### config.mk
export PLATFORM = sky130hd
export DESIGN_NAME = kronos_mem_arb
export DESIGN_NICKNAME = d
export VERILOG_FILES = /design/src/rtl/kronos_mem_arb_pkg.sv /design/src/rtl/kronos_mem_arb_timer.sv /design/src/rtl/kronos_mem_arb.sv
export SDC_FILE = /design/constraint.sdc
export NUM_CORES = 1
export LEC_CHECK = 0
export ABC_CLOCK_PERIOD_IN_PS = 2600
export CORE_MARGIN = 10
export CORE_UTILIZATION = 38
export CTS_BUF_LIST = sky130_fd_sc_hd__clkbuf_8
export DETAILED_ROUTE_END_ITERATION = 7
export DONT_BUFFER_PORTS = 1
export GPL_TIMING_DRIVEN = 0
export PLACE_DENSITY = 0.58
export SLEW_MARGIN = 20
export SYNTH_ARGS = -nofsm -noshare
export SYNTH_HDL_FRONTEND = slang
export SYNTH_SLANG_ARGS = --single-unit
### constraint.sdc
create_clock -name clk -period 2.6 [get_ports clk]
set_input_delay 0.65 -clock clk [delete_from_list [all_inputs] [get_ports clk]]
set_output_delay 0.65 -clock clk [all_outputs]
set_load 0.01 [all_outputs]
### src/rtl/kronos_mem_arb_pkg.sv
// Shared types for the kronos memory-port arbiter: FSM state encoding and the
// full byte-enable constant used on fetch grants.
package kronos_mem_arb_pkg;

  typedef enum logic [1:0] {
    ARB_IDLE,
    ARB_GNT_I,
    ARB_GNT_D
  } arb_state_e;

  localparam logic [3:0] MASK_ALL = 4'hF;

endpackage

### src/rtl/kronos_mem_arb_timer.sv
// Per-transaction ack timeout counter; expire is high in the TIMEOUT-th cycle
// after the last clear, and never when TIMEOUT is 0.
module kronos_arb_timer #(
  parameter int TIMEOUT = 64
) (
  input  logic clk,
  input  logic rst,
  input  logic clear,
  input  logic enable,
  output logic expire
);

  localparam int CNT_W = (TIMEOUT > 2) ? $clog2(TIMEOUT) : 1;
  localparam logic [CNT_W-1:0] LAST = CNT_W'((TIMEOUT > 0) ? TIMEOUT - 1 : 0);

  logic [CNT_W-1:0] timer;

  always_ff @(posedge clk) begin
    if (rst || clear) begin
      timer <= '0;
    end else if (enable) begin
      timer <= timer + 1'b1;
    end
  end

  assign expire = (TIMEOUT != 0) && (timer == LAST);

endmodule

### src/rtl/kronos_mem_arb.sv
// Shares one memory port between instruction fetch and the load/store unit.
// Data wins by default; a starvation counter and an ack timeout bound latency.
module kronos_mem_arb
  import kronos_mem_arb_pkg::*;
#(
  parameter int STARVE_MAX = 4,
  parameter int TIMEOUT    = 64
) (
  input  logic        clk,
  input  logic        rst,
  input  logic [31:0] instr_addr,
  input  logic        instr_req,
  output logic [31:0] instr_data,
  output logic        instr_ack,
  output logic        instr_err,
  input  logic [31:0] data_addr,
  input  logic [31:0] data_wr_data,
  input  logic [3:0]  data_mask,
  input  logic        data_wr_en,
  input  logic        data_req,
  output logic [31:0] data_rd_data,
  output logic        data_ack,
  output logic        data_err,
  output logic [31:0] mem_addr,
  output logic [31:0] mem_wr_data,
  output logic [3:0]  mem_mask,
  output logic        mem_wr_en,
  output logic        mem_req,
  input  logic [31:0] mem_rd_data,
  input  logic        mem_ack
);

  localparam int SW = (STARVE_MAX > 0) ? $clog2(STARVE_MAX + 1) : 1;
  localparam logic [SW-1:0] STARVE_LIM = SW'(STARVE_MAX);

  arb_state_e    state;
  logic [SW-1:0] starve_cnt;
  logic          expire;
  logic          gnt_i;
  logic          gnt_d;
  logic          instr_win;

  kronos_arb_timer #(
    .TIMEOUT (TIMEOUT)
  ) u_timer (
    .clk    (clk),
    .rst    (rst),
    .clear  (state == ARB_IDLE),
    .enable ((state != ARB_IDLE) && !mem_ack),
    .expire (expire)
  );

  // Fetch only beats a pending data request once data has starved it STARVE_MAX times.
  assign instr_win = instr_req &&
                     (!data_req || ((STARVE_MAX != 0) && (starve_cnt == STARVE_LIM)));

  always_ff @(posedge clk) begin
    if (rst) begin
      state       <= ARB_IDLE;
      mem_req     <= 1'b0;
      mem_wr_en   <= 1'b0;
      mem_addr    <= '0;
      mem_wr_data <= '0;
      mem_mask    <= '0;
      starve_cnt  <= '0;
    end else begin
      case (state)
        ARB_IDLE: begin
          if (instr_req || data_req) begin
            mem_req <= 1'b1;
            if (instr_win) begin
              mem_addr    <= instr_addr;
              mem_wr_data <= '0;
              mem_mask    <= MASK_ALL;
              mem_wr_en   <= 1'b0;
              starve_cnt  <= '0;
              state       <= ARB_GNT_I;
            end else begin
              mem_addr    <= data_addr;
              mem_wr_data <= data_wr_data;
              mem_mask    <= data_mask;
              mem_wr_en   <= data_wr_en;
              if (instr_req && (starve_cnt != STARVE_LIM)) begin
                starve_cnt <= starve_cnt + 1'b1;
              end
              state       <= ARB_GNT_D;
            end
          end
        end
        ARB_GNT_I, ARB_GNT_D: begin
          if (mem_ack || expire) begin
            mem_req <= 1'b0;
            state   <= ARB_IDLE;
          end
        end
        default: state <= ARB_IDLE;
      endcase
    end
  end

  // Completion is combinational so the owner sees its ack in the same cycle as mem_ack.
  assign gnt_i = (state == ARB_GNT_I);
  assign gnt_d = (state == ARB_GNT_D);

  assign instr_ack    = gnt_i && (mem_ack || expire);
  assign instr_err    = gnt_i && !mem_ack && expire;
  assign instr_data   = (gnt_i && mem_ack) ? mem_rd_data : '0;

  assign data_ack     = gnt_d && (mem_ack || expire);
  assign data_err     = gnt_d && !mem_ack && expire;
  assign data_rd_data = (gnt_d && mem_ack) ? mem_rd_data : '0;

endmodule
After elaboration in Yosys (flattened, before gate mapping). Index checks and enable logic that the tools add are counted.

Register bits after elaboration: 81. Latch bits: 0. Bits in writable memories: 0. Bits in read-only memories: 0. Memories kept: 0.

Add/sub/neg operators: 2. Multipliers: 0. Div/mod/pow operators: 0. Order comparisons: 0. Equal/unequal tests: 7. Shifts and indexed selects: 0. Mux-type cells: 15. Bitwise operators: 0. Reduce and logical (&&, ||, !) cells: 26.

Operators with widths (number): 32-bit two-way mux (4); 1-bit logical AND (11); 6-bit by 1-bit adder with 6-bit output, second input constant (1); 6-bit == test, second input constant (1); 2-bit two-way mux (3); 3-bit two-way mux (2); 3-bit AND reduction (2); 2-bit nonzero test (3); 1-bit logical OR (4); 4-bit two-way mux (1); 2-bit inequality test, second input constant (2); 2-bit one-hot mux with 2 select lines (1); 2-bit AND reduction (2); 3-bit by 1-bit adder with 3-bit output, second input constant (1); 3-bit == test, second input constant (1); 1-bit two-way mux (3); 3-bit inequality test, second input constant (1); 2-bit by 1-bit == test with 1-bit output, second input constant (1); 2-bit == test, second input constant (1); 1-bit zero test (2); 2-bit zero test (1); 1-bit one-hot mux with 2 select lines (1); 2-bit OR reduction (1).

Logic depth before layout (Yosys ltp).
Depth in word-level cells: 6. Mapped depth: 9. Depth with buffers taken out: 6.

Modules after synthesis. From an unflattened synthesis, not the netlist that was laid out.

Cells, all modules: 513. Area, all modules: 4157.7 um^2.

By module, submodules not included: kronos_mem_arb (times used 1, cells an instance 484, area an instance 3896.2 um^2); kronos_arb_timer (times used 1, cells an instance 29, area an instance 261.5 um^2).

Worst setup path before layout. OpenSTA, ideal clock, no wires.

Path kind: input to output. Start: input port mem_ack. End: output port data_rd_data[11]. Data arrival time: 1.487 ns. Required time: 1.950 ns. Setup slack: 0.463 ns. Stages on the path: 4. Cells stage by stage: clkbuf_1 -> buf_2 -> clkbuf_1 -> and3_1.

Word-level cells in the longest chain between the ends: 2.

RTL lines: start: declaration (RTL line kronos_mem_arb.sv:30) `input logic mem_ack`; 1-bit logical AND (RTL line kronos_mem_arb.sv:111) `assign data_rd_data = (gnt_d && mem_ack) ? mem_rd_data : '0;`; 32-bit two-way mux (RTL line kronos_mem_arb.sv:111); end: declaration (RTL line kronos_mem_arb.sv:21) `output logic [31:0] data_rd_data,`.

No other way between the ends.

Worst setup path in the final report.
Start: input port mem_ack. End: output port data_rd_data[24].

Same word-level chain as after synthesis.

==> flow_summary.toml <==
[worst_hold_path]
hp-class = "in2reg"

[floorplan]
pin_count = 276
core-area_sq_um = 10700
std_cell_rows = 38
dieArea_sq_um = 15400
die_w_um = 124
start_util = 0.384
die_h_um = 124

[worst_setup_path]
end_kind = "output pin"
cp_cell_sequence = "clkbuf_1, buf_2, clkbuf_1, and3_1"
crit_top_cell = "clkbuf_1"
path_class = "in2out"
cp-start-kind = "primary input"
cpMaxStageDelayCell = "buf_2"
cp_max_fo = 10
max_stage_delay_ps = 300
arrival_ps = 1810
critPathRequiredTime_ps = 1950

[clock_tree]
cts_hold_buf = 0
htreeDepth = 3
cts-buffers-inserted = 9
cts.sinks = 81
ctsRootBufferMaster = "clkbuf_8"
cts_tree = "done"
clk-insertion-delay-late_ps = 370
post_cts_resized = 0
post_cts_buffers = 0
clk_path_buf_depth = 2
clk_pin_slew_worst_paths_ps = 90

[yosys]
yosys.area.top_type = "dfxtp_1"
synth_area_sq_um = 4130
synth_cell_types = 33
synth_warnings = 0
synth-seq-cells = 81
synth_cells = 504
postSynthAreaPerCell_sq_um = 8.19
synth_area_leaders = "dfxtp_1 39%, and3_1 10%, nor4_2 6.7%"
synth_top_area_frac = 0.393
syn_nets = 648
synth-seq-area-share = 0.393

[layout]
area_growth_pct = 9.39
final_cell_mix = "81 x dfxtp_1, 66 x and3_1, 50 x nor3_1, 48 x nor2_1, 38 x a21oi_1"
utilization = 0.420
drive_gt1_frac = 0.177
n_antenna_cell = 0
final_common_cell = "dfxtp_1"
nets = 659
n_fill_cell = 1108
stdcell_area_sq_um = 4520

[detailed_routing]
via_per_inst = 5.76
wl_per_cell_um = 24.2
num_vias = 3802
ant_nets = 0
totalWireLength_um = 16000
drc = 0
drt_iter0_markers = 196
drt_pass1_iterations = 4

[timing]
final_max_slew_viol_count = 0
rsz0062_at_grt = "no"
finalHoldViolCount = 0
finalCritPeriodShare = 0.945
fin_tns_setup_ps = 0
fmax_ghz = 0.407
setup_viol = 0
period_minus_slack_ps = 2460
skew_ps = 12.4
worstMarginPinSlew_ps = 703
max_slew_margin = 0.531
finalWorstSetupSlack_ps = 142

[place]
pre_cts_ws_ps = 130
dp_hpwl_um = 12700
post_dp_cell_area_sq_um = 4310
port_buffers = 0
globalplace.congestion = 0.920

[pwr]
ir_drop_mv = 0.317
p_leak_uw = 0.00182
power_uw = 3200
p_per_area_nw_per_um2 = 709

[grt]
grt.total_usage = 0.193
antenna_found_initial = 0
grt_pass1_wl_um = 24100
grt_pass1_vias = 3841
grt_max_degree = 15
overflow = 0

[outcome]
status = "completed"

[flow_run]
drv_cap = 0
## routing by layer
layer  global-route usage  wire [um]  share of wire
met2                0.323       7630           0.48
met5                    0          0              0
met1                0.204       5950           0.37
met3                0.101       2040           0.13
met4               0.0665        340          0.021
## cells by family after synthesis
kind of cell / after synthesis / synth area share
flops: 81 / 0.393
buf+inv: 60 / 0.0745
compound gates: 48 / 0.0642
simple gates: 303 / 0.437
mux: 1 / 0.00242
xor+xnor: 5 / 0.0106
fa+ha+maj: 6 / 0.0182
## stage by stage
step	std cells	hold slack, ps
2_1_floorplan	504	462
3_3_place_gp	644	478
3_5_place_dp	644	487
4_1_cts	660	415
5_1_grt	660	417
6_report	660	421
## report_power, final
part | total, uW | leakage [uW] | switching, uW | internal [uW]
combinational | 669 | 0.00105 | 437 | 232
sequential | 1540 | 0.000669 | 165 | 1370
clock | 998 | 0.000110 | 495 | 504
total | 3200 | 0.00182 | 1100 | 2110
## worst max-delay path: cells and delay by family
family / cells / cell delay, ps
buf+inv: 3 / 870
simple gates: 1 / 290
## flip-flops by register name (all words and copies together), names as in the netlist
| register | count |
|---|---|
| u_timer.timer | 6 |
| mem_addr | 32 |
| mem_req | 1 |
| mem_wr_en | 1 |
| state | 2 |
| mem_mask | 4 |
| starve_cnt | 3 |
| mem_wr_data | 32 |
## synthesized netlist by cell type, drive strengths merged
cell and instances:
nor3 74, and3 66, o21ai 4, a311o 1, nor2b 4, a21bo 1, inv 6, or2 1
buf 28, o311ai 1, and2 3, xor2 2, a31oi 1, dfxtp 81, nand2 37, a32o 2
ha 6, mux2i 1, clkbuf 26, nand3 36, nor4 33, a21oi 38, or4 1, nor2 48
xnor2 3
## layout make-up
cell class	count	area [sq um]	area share
Buffer	54	285	0.0631
Clock buffer	11	151	0.0335
Clock inverter	5	61.3	0.0136
Inverter	6	22.5	0.00498
Multi-Input combinational cell	363	2200	0.487
Sequential cell	81	1620	0.359
Tap cell	140	175	0.0388
## path summary, 6_finish.rpt
| check | start | depth (start not counted) | end | slack, ps |
|---|---|---|---|---|
| worst min-delay path | data_wr_data[2] | 2 | mem_wr_data[2] | 420 |
| worst max register to register | state[0] | 8 | mem_wr_data[14] | 650 |
| worst max-delay path | mem_ack | 4 | data_rd_data[24] | 140 |
| worst min register to register | starve_cnt[2] | 2 | starve_cnt[2] | 500 |
Note: power is estimated with default switching activity, not from simulation.
